[src/rtl/acc_send_ctrl.sv]
// acc_send_ctrl: send-side controller that streams accumulator contents to the
// next PE as multi-lane beats. It gates each beat on the receive-side fill
// counter, honours downstream backpressure, masks lanes past the end of the
// accumulator, and latches one start request so passes can run back to back.
module acc_send_ctrl #(
    parameter int ACC_SIZE   = 9,
    parameter int ACC_ADDR_W = 4,
    parameter int LANES      = 4,
    parameter int IDX_W      = $clog2(ACC_SIZE + 1)
) (
    input  logic                  clk,
    input  logic                  rst,
    input  logic                  acc_done_in,
    input  logic [IDX_W-1:0]      idx,
    input  logic                  out_ready,
    output logic                  acc_valid_out,
    output logic [ACC_ADDR_W-1:0] acc_addr_out,
    output logic [LANES-1:0]      acc_lane_mask,
    output logic                  idx_init,
    output logic                  busy
);

    // Wide enough that addr + LANES and idx both fit without wrapping.
    localparam int WIDE_BASE = (IDX_W > ACC_ADDR_W) ? IDX_W : ACC_ADDR_W;
    localparam int SUM_W     = WIDE_BASE + $clog2(LANES + 1) + 1;

    localparam logic [SUM_W-1:0]      SIZE_WIDE  = SUM_W'(ACC_SIZE);
    localparam logic [SUM_W-1:0]      LANES_WIDE = SUM_W'(LANES);
    localparam logic [ACC_ADDR_W-1:0] ADDR_STEP  = ACC_ADDR_W'(LANES);

    typedef enum logic [0:0] {
        IDLE = 1'b0,
        SEND = 1'b1
    } state_t;

    state_t                  state_q, state_d;
    logic [ACC_ADDR_W-1:0]   addr_q,  addr_d;
    logic                    pend_q,  pend_d;

    logic [SUM_W-1:0]        addr_wide_s;
    logic [SUM_W-1:0]        addr_plus_s;
    logic [SUM_W-1:0]        end_a_s;
    logic                    ready_beat_s;
    logic                    last_s;
    logic                    fire_s;
    logic [LANES-1:0]        lane_in_s;

    // Beat geometry: where the beat ends, whether its data is all written,
    // whether it is the final beat, and which lanes fall inside the array.
    always_comb begin
        addr_wide_s  = SUM_W'(addr_q);
        addr_plus_s  = addr_wide_s + LANES_WIDE;
        if (addr_plus_s < SIZE_WIDE) begin
            end_a_s = addr_plus_s;
        end else begin
            end_a_s = SIZE_WIDE;
        end
        ready_beat_s = (SUM_W'(idx) >= end_a_s);
        last_s       = (addr_plus_s >= SIZE_WIDE);
        lane_in_s    = '0;
        for (int i = 0; i < LANES; i++) begin
            lane_in_s[i] = ((addr_wide_s + SUM_W'(i)) < SIZE_WIDE);
        end
    end

    // Next-state and output decode for the IDLE/SEND controller.
    always_comb begin
        state_d       = state_q;
        addr_d        = addr_q;
        pend_d        = pend_q;
        acc_valid_out = 1'b0;
        acc_lane_mask = '0;
        idx_init      = 1'b0;
        busy          = 1'b0;
        fire_s        = 1'b0;
        case (state_q)
            IDLE: begin
                if (acc_done_in || pend_q) begin
                    state_d = SEND;
                    pend_d  = 1'b0;
                end else begin
                    state_d = IDLE;
                end
            end
            SEND: begin
                busy          = 1'b1;
                acc_valid_out = ready_beat_s;
                if (ready_beat_s) begin
                    acc_lane_mask = lane_in_s;
                end else begin
                    acc_lane_mask = '0;
                end
                fire_s = ready_beat_s && out_ready;
                if (fire_s && last_s) begin
                    // Pass complete: rewind and tell the receive side to refill.
                    addr_d   = '0;
                    idx_init = 1'b1;
                    if (pend_q || acc_done_in) begin
                        state_d = SEND;
                        pend_d  = 1'b0;
                    end else begin
                        state_d = IDLE;
                    end
                end else begin
                    if (fire_s) begin
                        addr_d = addr_q + ADDR_STEP;
                    end else begin
                        addr_d = addr_q;
                    end
                    // A request during a pass is remembered once; extras are dropped.
                    if (acc_done_in) begin
                        pend_d = 1'b1;
                    end else begin
                        pend_d = pend_q;
                    end
                end
            end
            default: begin
                state_d = IDLE;
                addr_d  = '0;
                pend_d  = 1'b0;
            end
        endcase
    end

    assign acc_addr_out = addr_q;

    // State registers with synchronous active-low reset; a reset abandons any pass.
    always_ff @(posedge clk) begin
        if (!rst) begin
            state_q <= IDLE;
            addr_q  <= '0;
            pend_q  <= 1'b0;
        end else begin
            state_q <= state_d;
            addr_q  <= addr_d;
            pend_q  <= pend_d;
        end
    end

endmodule

[config.mk]
export PLATFORM = sky130hd
export DESIGN_NAME = acc_send_ctrl
export DESIGN_NICKNAME = d
export VERILOG_FILES = /design/src/rtl/acc_send_ctrl.sv
export SDC_FILE = /design/constraint.sdc
export NUM_CORES = 1
export LEC_CHECK = 0
export ABC_AREA = 1
export CORE_AREA = 2 2 39 41
export DETAILED_ROUTE_END_ITERATION = 10
export DIE_AREA = 0 0 41 43
export PLACE_DENSITY = 0.71
export SETUP_SLACK_MARGIN = 0.5
export SLEW_MARGIN = 25
export SYNTH_ARGS = -nofsm -noshare
export SYNTH_HDL_FRONTEND = slang
export SYNTH_SLANG_ARGS = --single-unit
[constraint.sdc]
create_clock -name clk -period 2 [get_ports clk]
set_clock_uncertainty 0.05 [all_clocks]
set_input_delay 0.4 -clock clk [delete_from_list [all_inputs] [get_ports clk]]
set_output_delay 0.4 -clock clk [all_outputs]
set_load 0.005 [all_outputs]
=== After elaboration in Yosys (flattened, before gate mapping) ===
Cells that the tools add are included.

* Latch bits: 0
* Input bits: 8
* Output and inout bits: 11
* Bits in registers: 6
* Memory bits (writable): 0
* Logic and storage cells: 38
* Memories: 0
* ROM bits: 0

* Bitwise logic cells: 1
* $add $sub $neg: 5
* Magnitude comparators: 7
* Mux-type cells: 16
* Reductions and logical operators: 5
* Shifts and indexed selects: 0
* Div/mod/pow operators: 0
* $mul: 0
* Eq/ne operators: 1

{| class="wikitable"
|+ Operator list
! operator !! count
|-
| less-than comparator 5 x 4 -> 1 bit (second input constant) || 4
|-
| two-way mux 4 bit || 4
|-
| adder 4 x 2 -> 5 bit (second input constant) || 2
|-
| two-way mux 1 bit || 9
|-
| >= comparator 4 x 8 -> 1 bit || 1
|-
| adder 4 x 1 -> 5 bit (second input constant) || 1
|-
| adder 4 x 3 -> 5 bit (second input constant) || 1
|-
| >= comparator 5 x 4 -> 1 bit (second input constant) || 1
|-
| two-way mux 5 bit || 1
|-
| adder 4 x 3 -> 4 bit (second input constant) || 1
|-
| less-than comparator 4 bit (second input constant) || 1
|-
| one-hot mux 1 bit (2 select lines) || 2
|-
| != test 3 x 2 -> 1 bit (second input constant) || 1
|-
| logical AND 1 bit || 2
|-
| AND reduction 2 bit || 1
|-
| nonzero test 2 bit || 1
|-
| logical OR 1 bit || 1
|-
| inverter 1 bit || 1
|}

=== Depth between registers and ports, before layout ===
* Depth after elaboration: 8
* Gate-level depth with buffers: 14
* Mapped depth without buffers: 14

=== Worst setup path before layout ===
Ideal clock, no wire load.

* Path kind: reg-to-output
* From: reg addr_q[2], in the netlist acc_addr_out[2]
* To: out acc_lane_mask[1]
* Data required time: 1.550 ns
* Slack: -0.106 ns
* Stages on the path, launching flop included: 10
* Arrival time: 1.656 ns
* Buffers on the path: 0
* Cells stage by stage: dfxtp_1 > inv_1 > ha_1 > nor2_1 > inv_1 > ha_1 > nand4_1 > nand3_2 > nand2_1 > nor3_1

* Cells in the longest elaborated chain, start to end: 6
* Elaborated cells between the ends (all ways): 8
* Classes of those cells: add/sub (2); order compare (3); mux (3)

{| class="wikitable"
|+ Ends and longest elaborated chain
! item !! line !! RTL
|-
| from (decl) || 37 || <nowiki>logic [ACC_ADDR_W-1:0] addr_q, addr_d;</nowiki>
|-
| from (signal assigned) || 136 || <nowiki>addr_q <= addr_d;</nowiki>
|-
| adder 4 x 3 -> 5 bit || 52 || <nowiki>addr_plus_s = addr_wide_s + LANES_WIDE;</nowiki>
|-
| less-than comparator 5 x 4 -> 1 bit || 53 || <nowiki>if (addr_plus_s < SIZE_WIDE) begin</nowiki>
|-
| two-way mux 5 bit || 53 ||
|-
| >= comparator 4 x 8 -> 1 bit || 58 || <nowiki>ready_beat_s = (SUM_W'(idx) >= end_a_s);</nowiki>
|-
| two-way mux 4 bit (*) || 88 || <nowiki>if (ready_beat_s) begin</nowiki>
|-
| two-way mux 4 bit (*) || 76 || <nowiki>case (state_q)</nowiki>
|-
| to (decl) || 18 || <nowiki>output logic [LANES-1:0] acc_lane_mask,</nowiki>
|}

Every way passes the cells marked *; elsewhere a longest branch is shown, timed or not.

=== Worst setup path after layout ===
Same ends and word-level chain as after synthesis.

==> summary.md <==
| Metric | Value |
|---|---|
| Hold crit path type | register to register |
| CP arrival | around 1.9 ns |
| Port Buffers | 16 |
| Multi-input logic area | roughly 340 um2 |
| Worst setup path startpoint | acc_addr_out[2] |
| Max Cap Viol | 0 |
| HP Start | pend_q |
| Reg2reg start | acc_addr_out[2] |
| Cell Rows | 14 |
| Slowest cell on the critical path | dfxtp_4 |
| Filler cells | between 100 and 150 |
| Post-route ant nets | 0 |
| Yosys reg bits | 4 |
| H-tree depth | 1 |
| CP endpoint kind | output pin |
| Total GRT Usage | 15.2% |
| Cells on worst reg2reg path | 13 |
| Final HPWL DP | just under 700 um |
| Area leader, netlist | ha_1 |
| DR DRC count | 0 |
| Slack of the critical path | -0.322 ns |
| Final min period | around 2.3 ns |
| Synth top area cells | ha_1 (25%), dfxtp_1 (20%), inv_1 (12%), nand2_1 (9.4%), nor2_1 (7.5%) |
| Largest net degree at the start of global routing | 6 |
| GPL Wtd Cong | 0.740 |
| Setup TNS Final | -1.85 ns |
| Area growth, synth to finish | 98.1% |
| Power Dens Cells | approximately 490 nW/um2 |
| Vias in the first global route | approximately 430 |
| Routed vias/inst | ~4.2 |
| Flop-to-flop setup slack | -0.01 ns |
| Cell Chain, Critical Path | inv_4 -> ha_4 -> nor2_4 -> inv_1 -> ha_1 -> nand4_1 -> nand3_2 -> nand2_4 -> buf_6 -> nor3_2 -> buf_2 |
| Final Slew Violations | 0 |
| Reg-to-reg endpoint | acc_addr_out[3] |
| Layout net count | about 110 |
| Final Cycle Share | 116% |
| Critical Path Sink | acc_lane_mask[1] |
| Cells after Synth | 59 |
| Post-synthesis sequential area ratio | 20.1% |
| RSZ-0062 raised after global routing | true |
| Via count | 450 |
| Die Height | around 43 um |
| Starting Density | around 29% |
| Post-synth top area share | 25.2% |
| Cts hold-fix bufs | 0 |
| Worst skew pair latency | about 0.25 ns |
| Initial antenna violation count | 0 |
| Power Total | roughly 0.39 mW |
| DRT iter0 DRCs | 0 |
| Dpl ws | -0.624 ns |
| First-pass GRT wire length | between 1500 and 2000 um |
| Gr ovfl total | 0 |
| Fraction of layout cells with a size suffix above 1 | between 40% and 50% |
| CTS tree | done |
| Violated checks | setup timing |
| Max FO, Critical Path | 5 |
| Longest Clk Path Bufs | 2 |
| Status | complete, but fails checks |
| CTS clk-pin slew, worst paths | ~0.050 ns |
| Startpoint Class | register |
| Commonest non-fill, non-tap cells in the layout | buf_4 (12), inv_1 (11), nand2_1 (8), clkdlybuf4s50_1 (7), dlygate4sd2_1 (5) |
| Worst vdd ir | around 0.38 mV |
| Fin area | between 700 and 800 um2 |
| Final hold vios | 0 |
| CTS Sinks | 4 |
| Drt total wl | between 1000 and 1500 um |
| Antenna diodes | 0 |
| Die footprint | 1760 um2 |
| Critical path class | register to output pin |
| Placed inst area | 669 um2 |
| Pre-Repair DR Iteration Count | 1 |
| # IOs | 19 |
| Fmax | between 400 and 500 MHz |
| Sequential cell area | 91.3 um2 |
| DR WL/cell | roughly 9.3 um |
| Die width | 41 um |
| Core ar. | around 1400 um2 |
| Total CTS buffers | 3 |
| Final setup viols | 7 |
| Worst EP required | 1.55 ns |
| Synth warn | 0 |
| Leak Pwr | about 0.42 nW |
| Synth unique cells | 14 |
| Syn Std Cell Area | approximately 400 um2 |
| Clk root buf | clkbuf_4 |
| Max stage delay on crit path | about 0.36 ns |
| Fin Hold WS | ~0.46 ns |
| Commonest non-fill, non-tap cell in the layout | buf_4 |
| Avg Inst Size Synth | 6.74 um2 |
==> flip-flops by register name (all words and copies together), names as in the netlist <==
name and flops:
state_q 1, acc_addr_out 2, pend_q 1
==> logic make-up (layout without fill, tap and decap cells) <==
| logic type | Yosys count | count (layout) | share of synthesized area [%] |
|---|---|---|---|
| AOI/OAI and AO/OA | 6 | 6 | 9.43 |
| adders and majority gates | 8 | 8 | 25.2 |
| buffers and inverters | 16 | 48 | 17.0 |
| DFF | 4 | 4 | 20.1 |
| other | 2 | 3 | 1.89 |
| and+or+nand+nor | 23 | 23 | 26.4 |
==> layout make-up <==
type | count | share of cell area, %
tap | 16 | 2.54
clock buffer | 4 | 3.33
inverter | 14 | 6.98
multi-input combinational | 40 | 43.5
sequential | 4 | 11.6
timing repair buffer | 30 | 32.1
==> report_power, final <==
| group | switching, mW | internal [mW] | total, mW |
|---|---|---|---|
| sequential | 0.00801 | 0.0854 | 0.0934 |
| combinational | 0.0770 | 0.101 | 0.178 |
| clock | 0.0415 | 0.0754 | 0.117 |
| total | 0.126 | 0.261 | 0.388 |
==> worst max-delay path, delay by kind of cell (launching register included) <==
| kind | cells | cell delay [ns] |
|---|---|---|
| AND/OR/NAND/NOR | 5 | 0.48 |
| adder cells (fa/ha/maj) | 2 | 0.42 |
| flip-flops | 1 | 0.36 |
| buffers and inverters | 4 | 0.35 |
==> synth_stat cells <==
cell type,number
inv_1,13
nand2_1,10
ha_1,8
nor2_1,8
dfxtp_1,4
o21ai_0,3
a21oi_2,2
buf_4,2
conb_1,2
nand3_2,2
nand4_1,2
a21oi_1,1
inv_2,1
nor3_1,1
==> what timing repair did <==
item	in CTS	in global routing
pin swaps	4	2
setup endpoints to repair	13	10
buffers inserted	5	1
resized for setup	36	1
==> per-layer routing <==
layer	vias up	share of wire, %	global-route usage, %
li1	242	-	-
met1	191	43	17.0
met2	13	48	22.2
met3	4	5.6	4.71
met4	0	3.1	12.0
met5	-	0	0
==> worst min-delay path by stage <==
stage / endpoint / depth (start not counted)
3_5_place_dp: state_q / 2
5_1_grt: state_q / 2
6_report: state_q / 2
2_1_floorplan: state_q / 2
4_1_cts: state_q / 2
3_3_place_gp: state_q / 2
==> stage by stage <==
stage	util (%)	instances
2_1_floorplan	-	60
3_3_place_gp	48.4	98
3_5_place_dp	48.4	98
4_1_cts	56.2	107
5_1_grt	57.0	108
6_report	57.0	108
No activity file was read; power rests on OpenSTA's default activity.
